`config.mk`:
```
export PLATFORM = sky130hd
export DESIGN_NAME = memory_game_core_flat
export DESIGN_NICKNAME = d
export VERILOG_FILES = /design/src/rtl/memory_game_pkg.sv /design/src/rtl/memory_game_core_if.sv /design/src/rtl/game_tick_gen.sv /design/src/rtl/memory_game_core.sv /design/src/flat_wrapper.sv
export SDC_FILE = /design/constraint.sdc
export NUM_CORES = 1
export LEC_CHECK = 0
export CAP_MARGIN = 10
export CELL_PAD_IN_SITES_DETAIL_PLACEMENT = 0
export CELL_PAD_IN_SITES_GLOBAL_PLACEMENT = 1
export CORE_MARGIN = 2
export CORE_UTILIZATION = 47
export DETAILED_ROUTE_END_ITERATION = 8
export PLACE_DENSITY = 0.91
export SYNTH_ARGS = -nofsm -noshare
export SYNTH_HDL_FRONTEND = slang
export SYNTH_SLANG_ARGS = --single-unit
```
`constraint.sdc`:
```
create_clock -name clk -period 7.3 [get_ports clk]
set_input_delay 1.095 -clock clk [delete_from_list [all_inputs] [get_ports clk]]
set_output_delay 1.095 -clock clk [all_outputs]
set_load 0.05 [all_outputs]
```
`src/rtl/memory_game_pkg.sv`:
```
// Shared types and width helpers for the note-memory game engine.
// Pure declarations; no timing or flow control of its own.
package memory_game_pkg;

    typedef enum logic [2:0] {
        IDLE,
        PLAY_ON,
        PLAY_OFF,
        WAIT_KEY,
        KEY_HOLD,
        WIN,
        LOSE
    } game_state_t;

    function automatic int len_w(input int max_len);
        return $clog2(max_len + 1);
    endfunction

    function automatic int lives_w(input int lives);
        return $clog2(lives + 1);
    endfunction

endpackage

```
`src/rtl/memory_game_core_if.sv`:
```
// Control/keypad inputs and tone/status outputs of the game core.
// Level and pulse signals only; there is no handshake or backpressure.
interface memory_game_core_if #(
    parameter int NOTE_W  = 4,
    parameter int MAX_LEN = 8,
    parameter int LIVES   = 3
);
    import memory_game_pkg::*;

    localparam int LEN_W   = len_w(MAX_LEN);
    localparam int LIVES_W = lives_w(LIVES);

    logic                      seq_load;
    logic [MAX_LEN*NOTE_W-1:0] seq_data;
    logic                      start;
    logic                      key_valid;
    logic [NOTE_W-1:0]         key_code;
    logic [NOTE_W-1:0]         tone_out;
    logic [NOTE_W-1:0]         led_out;
    logic                      playing;
    logic                      miss_pulse;
    logic [LEN_W-1:0]          round_len;
    logic [LIVES_W-1:0]        lives_left;
    logic                      game_win;
    logic                      game_over;

    modport master (
        output seq_load, seq_data, start, key_valid, key_code,
        input  tone_out, led_out, playing, miss_pulse, round_len, lives_left, game_win, game_over
    );

    modport slave (
        input  seq_load, seq_data, start, key_valid, key_code,
        output tone_out, led_out, playing, miss_pulse, round_len, lives_left, game_win, game_over
    );

endinterface

```
`src/rtl/game_tick_gen.sv`:
```
// Free-running 0..TICK_DIV-1 divider; tick is high in the cycle the count wraps.
// clr restarts the count from 0 on the next edge; no backpressure.
module game_tick_gen #(
    parameter int TICK_DIV = 5000000
) (
    input  logic clk,
    input  logic reset,
    input  logic clr,
    output logic tick
);

    localparam int CNT_W = (TICK_DIV > 1) ? $clog2(TICK_DIV) : 1;

    logic [CNT_W-1:0] cnt;

    assign tick = (cnt == CNT_W'(TICK_DIV - 1));

    always_ff @(posedge clk or posedge reset) begin
        if (reset) begin
            cnt <= '0;
        end else if (clr || tick) begin
            cnt <= '0;
        end else begin
            cnt <= cnt + 1'b1;
        end
    end

endmodule

```
`src/rtl/memory_game_core.sv`:
```
// Note-memory game: plays a growing stored sequence, then checks key presses against it.
// Tone output is registered (one cycle behind state); inputs are never backpressured.
module memory_game_core
    import memory_game_pkg::*;
#(
    parameter int NOTE_W        = 4,
    parameter int MAX_LEN       = 8,
    parameter int START_LEN     = 3,
    parameter int TICK_DIV      = 5000000,
    parameter int ON_TICKS      = 2,
    parameter int OFF_TICKS     = 2,
    parameter int LIVES         = 3,
    parameter int TIMEOUT_TICKS = 16
) (
    input logic clk,
    input logic reset,
    memory_game_core_if.slave bus
);

    localparam int LEN_W   = len_w(MAX_LEN);
    localparam int LIVES_W = lives_w(LIVES);
    localparam int IDX_W   = (MAX_LEN > 1) ? $clog2(MAX_LEN) : 1;
    localparam int TMAX0   = (ON_TICKS > OFF_TICKS) ? ON_TICKS : OFF_TICKS;
    localparam int TMAX    = (TIMEOUT_TICKS > TMAX0) ? TIMEOUT_TICKS : TMAX0;
    localparam int TCNT_W  = $clog2(TMAX + 1);

    game_state_t               state, state_n;
    logic [MAX_LEN*NOTE_W-1:0] seq, seq_n;
    logic                      loaded, loaded_n;
    logic [IDX_W-1:0]          idx, idx_n;
    logic [LEN_W-1:0]          len, len_n;
    logic [LIVES_W-1:0]        lives, lives_n;
    logic [NOTE_W-1:0]         cap, cap_n;
    logic                      match, match_n;
    logic [NOTE_W-1:0]         tone, tone_n;
    logic                      miss, miss_n;
    logic                      key_prev;
    logic [TCNT_W-1:0]         tcnt;

    logic              tick;
    logic              tick_clr;
    logic              press;
    logic              release_ev;
    logic              last;
    logic              start_game;
    logic              miss_now;
    logic [NOTE_W-1:0] note_cur;

    assign press      = bus.key_valid && !key_prev;
    assign release_ev = !bus.key_valid && key_prev;
    assign note_cur   = seq[idx*NOTE_W +: NOTE_W];
    assign last       = (LEN_W'(idx) == (len - LEN_W'(1)));

    // Restart the divider on entry to timed states so each phase gets whole ticks.
    assign tick_clr = (state_n != state) && ((state_n == PLAY_ON) || (state_n == WAIT_KEY));

    game_tick_gen #(.TICK_DIV(TICK_DIV)) u_tick (
        .clk   (clk),
        .reset (reset),
        .clr   (tick_clr),
        .tick  (tick)
    );

    always_ff @(posedge clk or posedge reset) begin
        if (reset) begin
            state <= IDLE;
        end else begin
            state <= state_n;
        end
    end

    always_comb begin
        state_n    = state;
        seq_n      = seq;
        loaded_n   = loaded;
        idx_n      = idx;
        len_n      = len;
        lives_n    = lives;
        cap_n      = cap;
        match_n    = match;
        tone_n     = '0;
        miss_n     = 1'b0;
        start_game = 1'b0;
        miss_now   = 1'b0;

        case (state)
            IDLE: begin
                if (bus.seq_load) begin
                    seq_n    = bus.seq_data;
                    loaded_n = 1'b1;
                end
                start_game = bus.start && (loaded || bus.seq_load);
            end
            PLAY_ON: begin
                tone_n = note_cur;
                if (tick && (tcnt == TCNT_W'(ON_TICKS - 1))) begin
                    state_n = PLAY_OFF;
                end
            end
            PLAY_OFF: begin
                if (tick && (tcnt == TCNT_W'(OFF_TICKS - 1))) begin
                    if (last) begin
                        idx_n   = '0;
                        state_n = WAIT_KEY;
                    end else begin
                        idx_n   = idx + 1'b1;
                        state_n = PLAY_ON;
                    end
                end
            end
            WAIT_KEY: begin
                if (press) begin
                    cap_n   = bus.key_code;
                    match_n = (bus.key_code == note_cur);
                    state_n = KEY_HOLD;
                end else if ((TIMEOUT_TICKS != 0) && tick &&
                             (tcnt == TCNT_W'(TIMEOUT_TICKS - 1))) begin
                    miss_now = 1'b1;
                end
            end
            KEY_HOLD: begin
                tone_n = cap;
                if (release_ev) begin
                    tone_n = '0;
                    if (!match) begin
                        miss_now = 1'b1;
                    end else if (!last) begin
                        idx_n   = idx + 1'b1;
                        state_n = WAIT_KEY;
                    end else if (len == LEN_W'(MAX_LEN)) begin
                        state_n = WIN;
                    end else begin
                        len_n   = len + LEN_W'(1);
                        idx_n   = '0;
                        state_n = PLAY_ON;
                    end
                end
            end
            WIN, LOSE: begin
                start_game = bus.start;
            end
            default: begin
                state_n = IDLE;
            end
        endcase

        if (start_game) begin
            len_n   = LEN_W'(START_LEN);
            lives_n = LIVES_W'(LIVES);
            idx_n   = '0;
            state_n = PLAY_ON;
        end

        if (miss_now) begin
            miss_n  = 1'b1;
            lives_n = lives - LIVES_W'(1);
            if (lives == LIVES_W'(1)) begin
                state_n = LOSE;
            end else begin
                idx_n   = '0;
                state_n = PLAY_ON;
            end
        end
    end

    always_ff @(posedge clk or posedge reset) begin
        if (reset) begin
            seq      <= '0;
            loaded   <= 1'b0;
            idx      <= '0;
            len      <= '0;
            lives    <= '0;
            cap      <= '0;
            match    <= 1'b0;
            tone     <= '0;
            miss     <= 1'b0;
            key_prev <= 1'b0;
            tcnt     <= '0;
        end else begin
            seq      <= seq_n;
            loaded   <= loaded_n;
            idx      <= idx_n;
            len      <= len_n;
            lives    <= lives_n;
            cap      <= cap_n;
            match    <= match_n;
            tone     <= tone_n;
            miss     <= miss_n;
            key_prev <= bus.key_valid;
            if (state_n != state) begin
                tcnt <= '0;
            end else if (tick) begin
                tcnt <= tcnt + 1'b1;
            end
        end
    end

    assign bus.tone_out   = tone;
    assign bus.led_out    = tone;
    assign bus.playing    = (state == PLAY_ON) || (state == PLAY_OFF);
    assign bus.miss_pulse = miss;
    assign bus.round_len  = len;
    assign bus.lives_left = lives;
    assign bus.game_win   = (state == WIN);
    assign bus.game_over  = (state == LOSE);

endmodule

```
`src/flat_wrapper.sv`:
```
// flat-port wrapper written by rule: the top's interface ports become plain ports
module memory_game_core_flat import memory_game_pkg::*;
#(
    parameter int NOTE_W        = 4,
    parameter int MAX_LEN       = 8,
    parameter int START_LEN     = 3,
    parameter int TICK_DIV      = 5000000,
    parameter int ON_TICKS      = 2,
    parameter int OFF_TICKS     = 2,
    parameter int LIVES         = 3,
    parameter int TIMEOUT_TICKS = 16
)
  (clk, reset, bus_seq_load, bus_seq_data, bus_start, bus_key_valid, bus_key_code, bus_tone_out, bus_led_out, bus_playing, bus_miss_pulse, bus_round_len, bus_lives_left, bus_game_win, bus_game_over);
  memory_game_core_if #(.NOTE_W(NOTE_W), .MAX_LEN(MAX_LEN), .LIVES(LIVES)) bus_i ();
  input logic clk;
  input logic reset;
  input wire logic [$bits(bus_i.seq_load)-1:0] bus_seq_load;
  input wire logic [$bits(bus_i.seq_data)-1:0] bus_seq_data;
  input wire logic [$bits(bus_i.start)-1:0] bus_start;
  input wire logic [$bits(bus_i.key_valid)-1:0] bus_key_valid;
  input wire logic [$bits(bus_i.key_code)-1:0] bus_key_code;
  output wire logic [$bits(bus_i.tone_out)-1:0] bus_tone_out;
  output wire logic [$bits(bus_i.led_out)-1:0] bus_led_out;
  output wire logic [$bits(bus_i.playing)-1:0] bus_playing;
  output wire logic [$bits(bus_i.miss_pulse)-1:0] bus_miss_pulse;
  output wire logic [$bits(bus_i.round_len)-1:0] bus_round_len;
  output wire logic [$bits(bus_i.lives_left)-1:0] bus_lives_left;
  output wire logic [$bits(bus_i.game_win)-1:0] bus_game_win;
  output wire logic [$bits(bus_i.game_over)-1:0] bus_game_over;
  assign bus_i.seq_load = bus_seq_load;
  assign bus_i.seq_data = bus_seq_data;
  assign bus_i.start = bus_start;
  assign bus_i.key_valid = bus_key_valid;
  assign bus_i.key_code = bus_key_code;
  assign bus_tone_out = bus_i.tone_out;
  assign bus_led_out = bus_i.led_out;
  assign bus_playing = bus_i.playing;
  assign bus_miss_pulse = bus_i.miss_pulse;
  assign bus_round_len = bus_i.round_len;
  assign bus_lives_left = bus_i.lives_left;
  assign bus_game_win = bus_i.game_win;
  assign bus_game_over = bus_i.game_over;
  memory_game_core #(.NOTE_W(NOTE_W), .MAX_LEN(MAX_LEN), .START_LEN(START_LEN), .TICK_DIV(TICK_DIV), .ON_TICKS(ON_TICKS), .OFF_TICKS(OFF_TICKS), .LIVES(LIVES), .TIMEOUT_TICKS(TIMEOUT_TICKS)) u_core (.clk(clk), .reset(reset), .bus(bus_i));
endmodule
```
==> results.py <==
metrics = {
    "yosys": {
        "postSynth.asyncResetShare": 1.00,
        "synth_mux_area_frac": 0.132,
        "synth_top_cells_by_area": "sky130_fd_sc_hd__dfrtp_1 46%, sky130_fd_sc_hd__mux2_2 9.1%, sky130_fd_sc_hd__mux4_2 3.9%, sky130_fd_sc_hd__xor2_1 3.8%, sky130_fd_sc_hd__nor2_2 2.9%",
        "synth_area_um2": 4600,
        "synth_seq_cells": 84,
        "edff_count_synth": 0,
        "synth_top_area_share": 0.457,
        "avgSynthCellArea_um2": 10.9,
        "main_combinational_cell_family_by_area_after_synthesis": "simple AND/OR/NAND/NOR gates",
        "post_synth_and_or_nand_nor_area_fraction": 0.202,
        "yosysWarningCount": 0,
        "netlist.top_cell.by_area": "sky130_fd_sc_hd__dfrtp_1",
        "synth_flop_cell": "sky130_fd_sc_hd__dfrtp_1",
        "synth.net_count": 470,
        "synth_compound_gate_area_share": 0.0754,
        "syn-instance-count": 420,
        "distinct_cell_type_count_of_the_synthesized_netlist": 63,
        "synth_xor_xnor_area_share": 0.0683,
        "synth_seq_area_share": 0.457,
        "post_synth_fa_ha_maj_area_fraction": 0.0245,
    },
    "detailed_routing": {
        "count_of_vias_placed_by_the_detailed_router": 3248,
        "drc": 0,
        "postRouteWirelength_um": 9350,
        "drtPass1Iterations": 4,
        "vias_per_cell": 5.36,
        "dr.first_iter.drc_count": 115,
        "drt-wirelength-per-cell_um": 15.4,
        "antenna_left": 0,
    },
    "finish": {
        "multi_input_comb_area_um2": 2310,
        "layout.cells.most_common": "sky130_fd_sc_hd__dfrtp_1",
        "mostFrequentLayoutCells": "84 x sky130_fd_sc_hd__dfrtp_1, 58 x sky130_fd_sc_hd__clkdlybuf4s50_1, 37 x sky130_fd_sc_hd__mux2_2",
        "area.sequential_um2": 2100,
        "final_layout_size_suffix_gt1_frac": 0.224,
        "area_growth_pct": 18.2,
        "layout.nets": 519,
        "nFillCells": 851,
        "antennaDiodeCount": 0,
    },
    "hold_path": {
        "hp-class": "reg -> reg",
        "hold_depth": 1,
    },
    "clock_network": {
        "cts_tree": "yes",
        "clk_latency_ps": 360,
        "clock-root-buffer": "sky130_fd_sc_hd__clkbuf_8",
        "clkSinkCount": 84,
        "cts_hold_buf": 0,
        "cts_buffer_depth": 2,
        "tritoncts.num_buffers": 9,
        "htree_num_levels": 3,
        "post_cts_resized": 0,
        "clk_pin_slew_ps": 80,
        "postCtsSetupBuffers": 0,
    },
    "global_routing": {
        "number_of_antenna_violations_at_the_first_check_in_global_routing": 0,
        "grt.total_usage": 0.192,
        "first_global_vias": 3275,
        "grt_max_degree": 85,
        "grt_first_pass_wirelength_um": 15500,
        "grt-ovfl-total": 0,
    },
    "place": {
        "finalWeightedCongestion": 0.835,
        "hpwlAfterDp_um": 6720,
        "port_buffers": 58,
    },
    "timing": {
        "setup-tns-final_ps": 0,
        "timing.clock.skew_ps": 7.64,
        "worst_max_slew_pin_slew_ps": 1030,
        "setup_violations": 0,
        "hold_ws_ps": 477,
        "rsz0062_at_grt": "no",
        "timing.final.hold_violations": 0,
        "finalMaxSlewViolations": 0,
        "clock.fmax_ghz": 0.277,
        "finalWorstPathRequiredPeriod_ps": 3610,
        "worst_relative_slew_slack": 0.313,
        "finalCritPeriodShare": 0.494,
    },
    "die": {
        "die-area_um2": 10600,
        "floorplan.core_area_um2": 9640,
        "dieHeight_um": 103,
        "placementRows": 36,
        "initial_utilization": 0.477,
        "fp.dieW_um": 103,
        "top_level_ports": 59,
    },
    "pwr": {
        "peakVddDrop_mv": 0.151,
        "standby_leakage_power_nw": 2.28,
        "power.density_nw_per_um2": 305,
    },
    "setup_path": {
        "crit_arrival_ps": 2510,
        "timing.critical_path.fanout_max": 16,
        "r2r.worst_path.cells": 9,
        "path_type_of_the_worst_setup_path": "reg -> out",
        "nature_of_the_critical_path_endpoint": "primary output",
        "critPathRequiredTime_ps": 6200,
        "critPathLaunchType": "flop",
    },
    "job": {
        "cap_viol_max_count": 0,
    },
    "status": {
        "result_of_the_run": "finished clean",
    },
}
## stage by stage
step           power, mW  utilization  area (um^2)  setup slack (ps)  cells
2_1_floorplan       1.19            -         4600              4040    420
3_5_place_dp        1.34        0.543         5230              3550    591
6_report            1.66        0.564         5430              3690    606
5_1_grt             1.76        0.564         5430              3580    606
3_3_place_gp        1.31        0.543         5230              3630    591
4_1_cts             1.68        0.564         5430              3680    606
## state kept, by name, summed over array words and instances, names as in the netlist
name,cells
u_core.key_prev,1
u_core.tcnt,5
u_core.loaded,1
u_core.match,1
u_core.bus.miss_pulse,1
u_core.bus.lives_left,2
u_core.idx,3
u_core.bus.led_out,4
u_core.u_tick.cnt,23
u_core.bus.round_len,4
u_core.state,3
u_core.cap,4
u_core.seq,32
## cells in the mapped netlist, types with 9 or more instances
master	instances
sky130_fd_sc_hd__nand3_1	16
sky130_fd_sc_hd__nor2_1	26
sky130_fd_sc_hd__and3_1	12
sky130_fd_sc_hd__ha_1	9
sky130_fd_sc_hd__a21oi_1	9
sky130_fd_sc_hd__o21ai_0	10
sky130_fd_sc_hd__nor2_2	21
sky130_fd_sc_hd__xnor2_1	14
sky130_fd_sc_hd__dfrtp_1	84
sky130_fd_sc_hd__xor2_1	20
sky130_fd_sc_hd__mux2_2	37
sky130_fd_sc_hd__nor3_1	11
sky130_fd_sc_hd__inv_1	15
sky130_fd_sc_hd__nand2_1	32
## where the power goes
group | internal [mW] | switching [mW]
Combinational | 0.293 | 0.318
Sequential | 0.605 | 0.105
Clock | 0.167 | 0.170
Total | 1.06 | 0.592
## per-layer routing
metal,GRT usage,vias up,share of wire
met1,0.239,1600,0.45
met2,0.327,58,0.50
li1,-,1574,-
met5,0,-,0
met4,0.0931,0,0.025
met3,0.0298,16,0.028
## path summary, 6_finish.rpt
check / from / to / slack [ps]
setup / recovery: u_core.state[0] / bus_game_win / 3690
min in group asynchronous: reset / u_core.seq[7] / 1370
max in group asynchronous: reset / u_core.tcnt[3] / 5270
hold / removal: u_core.loaded / u_core.loaded / 480
hold reg to reg: u_core.loaded / u_core.loaded / 480
setup reg to reg: u_core.tcnt[1] / u_core.u_tick.cnt[2] / 4070
## worst max-delay path, cell delays in order (launching register included)
cell                              delay [ps]
sky130_fd_sc_hd__dfrtp_1                 670
sky130_fd_sc_hd__inv_1                   290
sky130_fd_sc_hd__nor3_1                  320
sky130_fd_sc_hd__clkdlybuf4s50_1         870
## cell families (layout without fill, tap and decap cells)
| family | after synthesis | after routing |
|---|---|---|
| AO/OA/AOI/OAI | 47 | 47 |
| XOR/XNOR | 35 | 35 |
| adder cells (fa/ha/maj) | 9 | 9 |
| buffers and inverters | 37 | 90 |
| flip-flops | 84 | 84 |
| multiplexers | 46 | 46 |
| AND/OR/NAND/NOR | 162 | 162 |
## layout make-up
type | count | area share
repair buffers | 60 | 0.110
multi-input cells | 299 | 0.425
flip-flops and latches | 84 | 0.387
inverters | 15 | 0.0106
clock inverters | 5 | 0.0115
well taps | 133 | 0.0306
clock buffers | 10 | 0.0253
(Power assumes the default switching activity.)
